### src/rtl/uart_rx_word_loader.sv
// uart_rx_word_loader: drains bytes from the UART receive holding register,
// parses a length-prefixed boot stream (16-bit little-endian word count
// followed by little-endian 32-bit words) and writes the words sequentially
// into instruction memory starting at BASE_ADDR.
// Optional feature macro: LOADER_CHECKSUM_EN adds a trailing 8-bit checksum
// byte (sum mod 256 of all data bytes) that must match for the load to pass.
//
// Receive handshake: rx_valid is the "byte available" flag. A byte is taken
// in the cycle rx_read_en=1 (rx_read_en = rx_valid & consuming state & no
// guard). rx_data/rx_ferr are captured in that same cycle, and the following
// cycle is a guard cycle in which rx_read_en is held 0 while the receiver
// drops its flag, so one byte is never popped twice.
module uart_rx_word_loader #(
    parameter int ADDR_W      = 10,
    parameter int BASE_ADDR   = 0,
    parameter int TIMEOUT_CYC = 5000000
) (
    input  logic              clk,
    input  logic              rst,
    input  logic              start,
    input  logic              rx_valid,
    input  logic [7:0]        rx_data,
    input  logic              rx_ferr,
    output logic              rx_read_en,
    output logic              imem_we,
    output logic [ADDR_W-1:0] imem_addr,
    output logic [31:0]       imem_wdata,
    output logic              busy,
    output logic              done,
    output logic              err,
    output logic [2:0]        err_code
);

    typedef enum logic [3:0] {
        S_IDLE, S_LEN_LO, S_LEN_HI, S_DATA, S_WRITE, S_FINISH, S_CHK, S_DONE, S_ERR
    } state_t;

    localparam int                GAP_W     = $clog2(TIMEOUT_CYC + 1);
    localparam logic [16:0]       MAX_LEN   = 17'(1 << ADDR_W);
    localparam logic [GAP_W-1:0]  GAP_LIMIT = GAP_W'(TIMEOUT_CYC - 1);
    localparam logic [ADDR_W-1:0] BASE      = ADDR_W'(BASE_ADDR);

    localparam logic [2:0] CODE_NONE = 3'b000;
    localparam logic [2:0] CODE_FERR = 3'b001;
    localparam logic [2:0] CODE_OVFL = 3'b010;
    localparam logic [2:0] CODE_TOUT = 3'b011;
`ifdef LOADER_CHECKSUM_EN
    localparam logic [2:0] CODE_CSUM = 3'b100;
`endif

    state_t            state;
    state_t            state_nxt;
    logic [2:0]        err_code_nxt;
    logic              guard;
    logic [15:0]       len;
    logic [ADDR_W:0]   index;
    logic [1:0]        byte_cnt;
    logic [23:0]       word;
    logic [GAP_W-1:0]  gap;
`ifdef LOADER_CHECKSUM_EN
    logic [7:0]        csum;
`endif

    logic              consuming;
    logic              accept;
    logic              start_ok;
    logic              timeout_hit;
    logic [16:0]       len_full;

    assign consuming   = (state == S_LEN_LO) || (state == S_LEN_HI) ||
                         (state == S_DATA)   || (state == S_CHK);
    assign accept      = consuming && rx_valid && !guard;
    assign start_ok    = start && ((state == S_IDLE) || (state == S_ERR));
    // gap holds the number of cycles since the last pop (or since start), so
    // the error state becomes visible exactly TIMEOUT_CYC cycles after it.
    assign timeout_hit = consuming && !accept && (gap == GAP_LIMIT);
    assign len_full    = {1'b0, rx_data, len[7:0]};

    // State register.
    always_ff @(posedge clk) begin
        if (rst) state <= S_IDLE;
        else     state <= state_nxt;
    end

    // Next-state logic and the error code to latch on entry to ERR.
    always_comb begin
        state_nxt    = state;
        err_code_nxt = CODE_NONE;
        case (state)
            S_IDLE: if (start) state_nxt = S_LEN_LO;
            S_LEN_LO, S_LEN_HI, S_DATA, S_CHK: begin
                if (accept && rx_ferr) begin
                    state_nxt    = S_ERR;
                    err_code_nxt = CODE_FERR;
                end else if (accept) begin
                    case (state)
                        S_LEN_LO: state_nxt = S_LEN_HI;
                        S_LEN_HI: begin
                            if (len_full > MAX_LEN) begin
                                state_nxt    = S_ERR;
                                err_code_nxt = CODE_OVFL;
                            end else if (len_full == 17'd0) begin
                                state_nxt = S_FINISH;
                            end else begin
                                state_nxt = S_DATA;
                            end
                        end
                        S_DATA: if (byte_cnt == 2'd3) state_nxt = S_WRITE;
                        default: begin
`ifdef LOADER_CHECKSUM_EN
                            if (rx_data == csum) begin
                                state_nxt = S_DONE;
                            end else begin
                                state_nxt    = S_ERR;
                                err_code_nxt = CODE_CSUM;
                            end
`else
                            state_nxt = S_IDLE;
`endif
                        end
                    endcase
                end else if (timeout_hit) begin
                    state_nxt    = S_ERR;
                    err_code_nxt = CODE_TOUT;
                end
            end
            S_WRITE: begin
                if (17'(index) + 17'd1 == {1'b0, len}) state_nxt = S_FINISH;
                else                                   state_nxt = S_DATA;
            end
`ifdef LOADER_CHECKSUM_EN
            S_FINISH: state_nxt = S_CHK;
`else
            S_FINISH: state_nxt = S_DONE;
`endif
            S_DONE:   state_nxt = S_IDLE;
            S_ERR:    if (start) state_nxt = S_LEN_LO;
            default:  state_nxt = S_IDLE;
        endcase
    end

    // Status and strobe outputs decoded from the current state.
    always_comb begin
        rx_read_en = accept;
        imem_we    = (state == S_WRITE);
        busy       = consuming || (state == S_WRITE) || (state == S_FINISH);
        done       = (state == S_DONE);
        err        = (state == S_ERR);
    end

    // Datapath: byte capture, word assembly, counters and held write port.
    always_ff @(posedge clk) begin
        if (rst) begin
            guard      <= 1'b0;
            len        <= '0;
            index      <= '0;
            byte_cnt   <= '0;
            word       <= '0;
            gap        <= '0;
            imem_addr  <= '0;
            imem_wdata <= '0;
            err_code   <= CODE_NONE;
`ifdef LOADER_CHECKSUM_EN
            csum       <= '0;
`endif
        end else begin
            guard <= accept;
            if (start_ok) begin
                len      <= '0;
                index    <= '0;
                byte_cnt <= '0;
                gap      <= GAP_W'(1);
                err_code <= CODE_NONE;
`ifdef LOADER_CHECKSUM_EN
                csum     <= '0;
`endif
            end else begin
                if (state != S_ERR && state_nxt == S_ERR) err_code <= err_code_nxt;
                if (accept)         gap <= GAP_W'(1);
                else if (consuming) gap <= gap + GAP_W'(1);
                if (accept && !rx_ferr) begin
                    case (state)
                        S_LEN_LO: len[7:0]  <= rx_data;
                        S_LEN_HI: len[15:8] <= rx_data;
                        S_DATA: begin
                            case (byte_cnt)
                                2'd0: word[7:0]   <= rx_data;
                                2'd1: word[15:8]  <= rx_data;
                                2'd2: word[23:16] <= rx_data;
                                default: begin
                                    imem_addr  <= BASE + index[ADDR_W-1:0];
                                    imem_wdata <= {rx_data, word};
                                end
                            endcase
                            byte_cnt <= byte_cnt + 2'd1;
`ifdef LOADER_CHECKSUM_EN
                            csum     <= csum + rx_data;
`endif
                        end
                        default: ;
                    endcase
                end
                if (state == S_WRITE) index <= index + (ADDR_W+1)'(1);
            end
        end
    end

endmodule
### config.mk
export PLATFORM = sky130hd
export DESIGN_NAME = uart_rx_word_loader
export DESIGN_NICKNAME = d
export VERILOG_FILES = /design/src/rtl/uart_rx_word_loader.sv
export SDC_FILE = /design/constraint.sdc
export NUM_CORES = 1
export LEC_CHECK = 0
export CAP_MARGIN = 15
export CORE_ASPECT_RATIO = 0.7
export CORE_MARGIN = 1.5
export CORE_UTILIZATION = 56
export DETAILED_ROUTE_END_ITERATION = 8
export GPL_TIMING_DRIVEN = 0
export PLACE_DENSITY = 0.78
export SLEW_MARGIN = 15
export SYNTH_ARGS = -nofsm -noshare
export SYNTH_HDL_FRONTEND = slang
export SYNTH_SLANG_ARGS = --single-unit
### constraint.sdc
create_clock -name clk -period 2.65 [get_ports clk]
set_clock_uncertainty 0.05 [all_clocks]
set_input_delay 0.53 -clock clk [delete_from_list [all_inputs] [get_ports clk]]
set_output_delay 0.53 -clock clk [all_outputs]
set_load 0.03 [all_outputs]
==> summary.md, run 1 <==
| Metric | Value |
|---|---|
| Crit path DAT | 2.02 ns |
| Post-synthesis cell count | 671 |
| WL met1 | 6.76 mm |
| Synth-to-Final Area Change | 25.7% |
| Total GRT Usage | 29.7% |
| Power Total | 4.58 mW |
| DRT antenna net count | 0 |
| Setup ws final | 0.0526 ns |
| Post-DP HPWL | 10.3 mm |
| Post-DR vias/cell | 5.85 |
| Worst skew pair latency | 0.42 ns |
| Met2 routed WL | 6.79 mm |
| Count leader, synth | nand2_1 |
| IO Count | 63 |
| Cell Pwr Density | 663 nW/um^2 |
| Worst-path clk slew | 0.06 ns |
| Asr flop ratio synth | 0% |
| Unrepaired setup endpoints after global routing | no |
| EDFF count, synth | 0 |
| Clk root buf | clkbuf_16 |
| First-pass GRT wire length | 23.9 mm |
| Fin cells | 891 |
| Pre-antenna DRT Iters | 7 |
| Final WL | 15.2 mm |
| DR vias | 5215 |
| PortBufs | 60 |
| FF+latch count, synth | 125 |
| Max clock buf depth | 2 |
| Hold Fails Final Rpt | 0 |
| Pre-CTS setup slack | -0.415 ns |
| Post-Syn Nets | 691 |
| CTS Sinks | 125 |
| Initial Util | 57.1% |
| Syn Area/Cell | 8.18 um^2 |
| Post-Syn Area | 5490 um^2 |
| Final setup viols | 0 |
| Die area | 10400 um^2 |
| Top post-synthesis cells by area | dfxtp_1, nand2_1, a21oi_1 |
| Num rows | 30 |
| Largest net degree at the start of global routing | 17 |
| Hold Crit Class | reg -> reg |
| Slew @ Worst Pin | 0.679 ns |
| Tcrit/Tclk final | 98.0% |
| Max-cap violation count | 0 |
| Total grt overflow | 0 |
| Fin crit period | 2.60 ns |
| Cells after DPL | 859 |
| Clock tree from TritonCTS | yes |
| Fmax | 385 MHz |
| ANT cells | 0 |
| Leakage | 2.38 nW |
| Worst R2R Setup Slack | 0.24 ns |
| WP data required | 2.07 ns |
| Drt drc | 0 |
| Layout net count | 770 |
| Routability congestion estimate | 0.863 |
| Slew HR | 54.4% |
| Vias in the first global route | 4773 |
| Cell taking the most area after synthesis | dfxtp_1 |
| CTS buffer count | 17 |
| Drt first-iter violations | 471 |
| Die W | 121 um |
| Sequential-to-total area share from yosys stat | 45.6% |
| Slew Limit Fails | 0 |
| Top sig layer | met4 |
| Post-synth top area share | 45.6% |
| Crit path max fanout | 4 |
| Synth top cells by count | nand2_1, dfxtp_1, a21oi_1, nor2_1, nand3_1 |
| Met3 WL | 1.31 mm |
| Core ar. | 9610 um^2 |
| Final instance area | 6900 um^2 |
| Chip height | 85.9 um |
| Routed length per instance | 17.1 um |
| WS Path Type | reg -> out |
| Initial antenna violation count | 0 |
| Primary FF master, synth | dfxtp_1 |
| Count of different cell masters after synthesis | 59 |
| Synth Warn # | 0 |
| Area after DPL | 6250 um^2 |
| Status | finished clean |
| CP endpoint kind | primary output |
| Number of H-tree levels | 4 |
| Worst IR Drop VDD | 0.632 mV |
| Startpoint Class | register |
| Layout cells sized above 1 | 8.78% |
kinds of logic after synthesis:
logic type / synth area share [%]
multiplexers: 2.19
adder cells (fa/ha/maj): 1.59
AND/OR/NAND/NOR: 28.1
buffers and inverters: 4.10
flip-flops: 45.6
XOR/XNOR: 5.90
AO/OA/AOI/OAI: 12.5
other: 0.0683
stage by stage:
| stage | utilization (%) | setup TNS (ns) | hold WS [ns] |
|---|---|---|---|
| 6_report | 71.8 | 0 | 0.403 |
| 5_1_grt | 71.8 | 0 | 0.422 |
| 4_1_cts | 71.9 | 0 | 0.406 |
| 3_5_place_dp | 65.1 | -17.13 | 0.398 |
| 3_3_place_gp | 65.1 | -10.86 | 0.394 |
| 2_1_floorplan | - | 0 | 0.382 |
critical path, stage by stage (launching register included):
cell	delay [ns]
dfxtp_1	0.38
or2_1	0.20
nor2_1	0.09
nor3_1	0.23
clkdlybuf4s50_1	0.71
layout by cell type, fill, tap and decap left out, types with 6 or more instances in the layout:
cell             count
mux2i_1             12
xnor2_1             18
o21ai_0              9
dfxtp_1            125
nand4_1              9
and2_1               7
or3_1                7
nor3_1               7
nand3_1             47
a21oi_1             90
and4_1               7
clkbuf_16           17
nand2_1            143
xor2_1              19
buf_2                9
ha_1                 7
clkdlybuf4s50_1     57
and3_1               6
clkbuf_1            23
nand2b_1             8
nor2_1              49
metal layers:
metal | GRT usage (%) | vias to the layer above
met4 | 9.95 | 0
met1 | 41.7 | 2456
li1 | - | 2451
met2 | 45.9 | 266
met3 | 5.98 | 42
met5 | 0 | -
registers in the layout, indices dropped and copies added (netlist names):
| register | flops |
|---|---|
| byte_cnt | 2 |
| err_code | 2 |
| imem_addr | 10 |
| imem_wdata | 32 |
| len | 16 |
| word | 24 |
| state | 4 |
| index | 11 |
| guard | 1 |
| gap | 23 |
final timing paths:
kind,startpoint,end,depth (start not counted)
setup / recovery,state[0],busy,4
hold / removal,imem_wdata[13],imem_wdata[13],2
setup reg to reg,index[0],state[1],8
hold reg to reg,imem_wdata[13],imem_wdata[13],2
layout make-up:
cell class | instances | area (um^2)
clock buffers | 18 | 429
plain buffers | 43 | 208
multi-input cells | 498 | 2770
inverters | 5 | 18.8
well taps | 128 | 160
flip-flops and latches | 125 | 2500
fillers | 752 | 2710
clock inverters | 14 | 218
repair buffers | 60 | 597
where the power goes:
part	switching, mW	leakage [nW]	internal, mW
clock network	0.870	0.306	1.67
registers	0.00448	1.01	1.88
logic	0.106	1.06	0.0456
timing repair:
| action | CTS | global route |
|---|---|---|
| endpoints found under the setup margin | 2 | 2 |
| hold buffers | 0 | 0 |
| setup buffers | 0 | 0 |
| resized for setup | 5 | 3 |
No activity file was read; power rests on OpenSTA's default activity.
==> run 2, diff against run 1 <==
--- a/config.mk
+++ b/config.mk
@@ -5,7 +5,7 @@
 export SDC_FILE = /design/constraint.sdc
 export NUM_CORES = 1
 export LEC_CHECK = 0
-export CAP_MARGIN = 15
+export CAP_MARGIN = 20
 export CORE_ASPECT_RATIO = 0.7
 export CORE_MARGIN = 1.5
 export CORE_UTILIZATION = 56
==> results of run 2 <==
No change in the layout: final DEF, timing and power equal those of run 1.
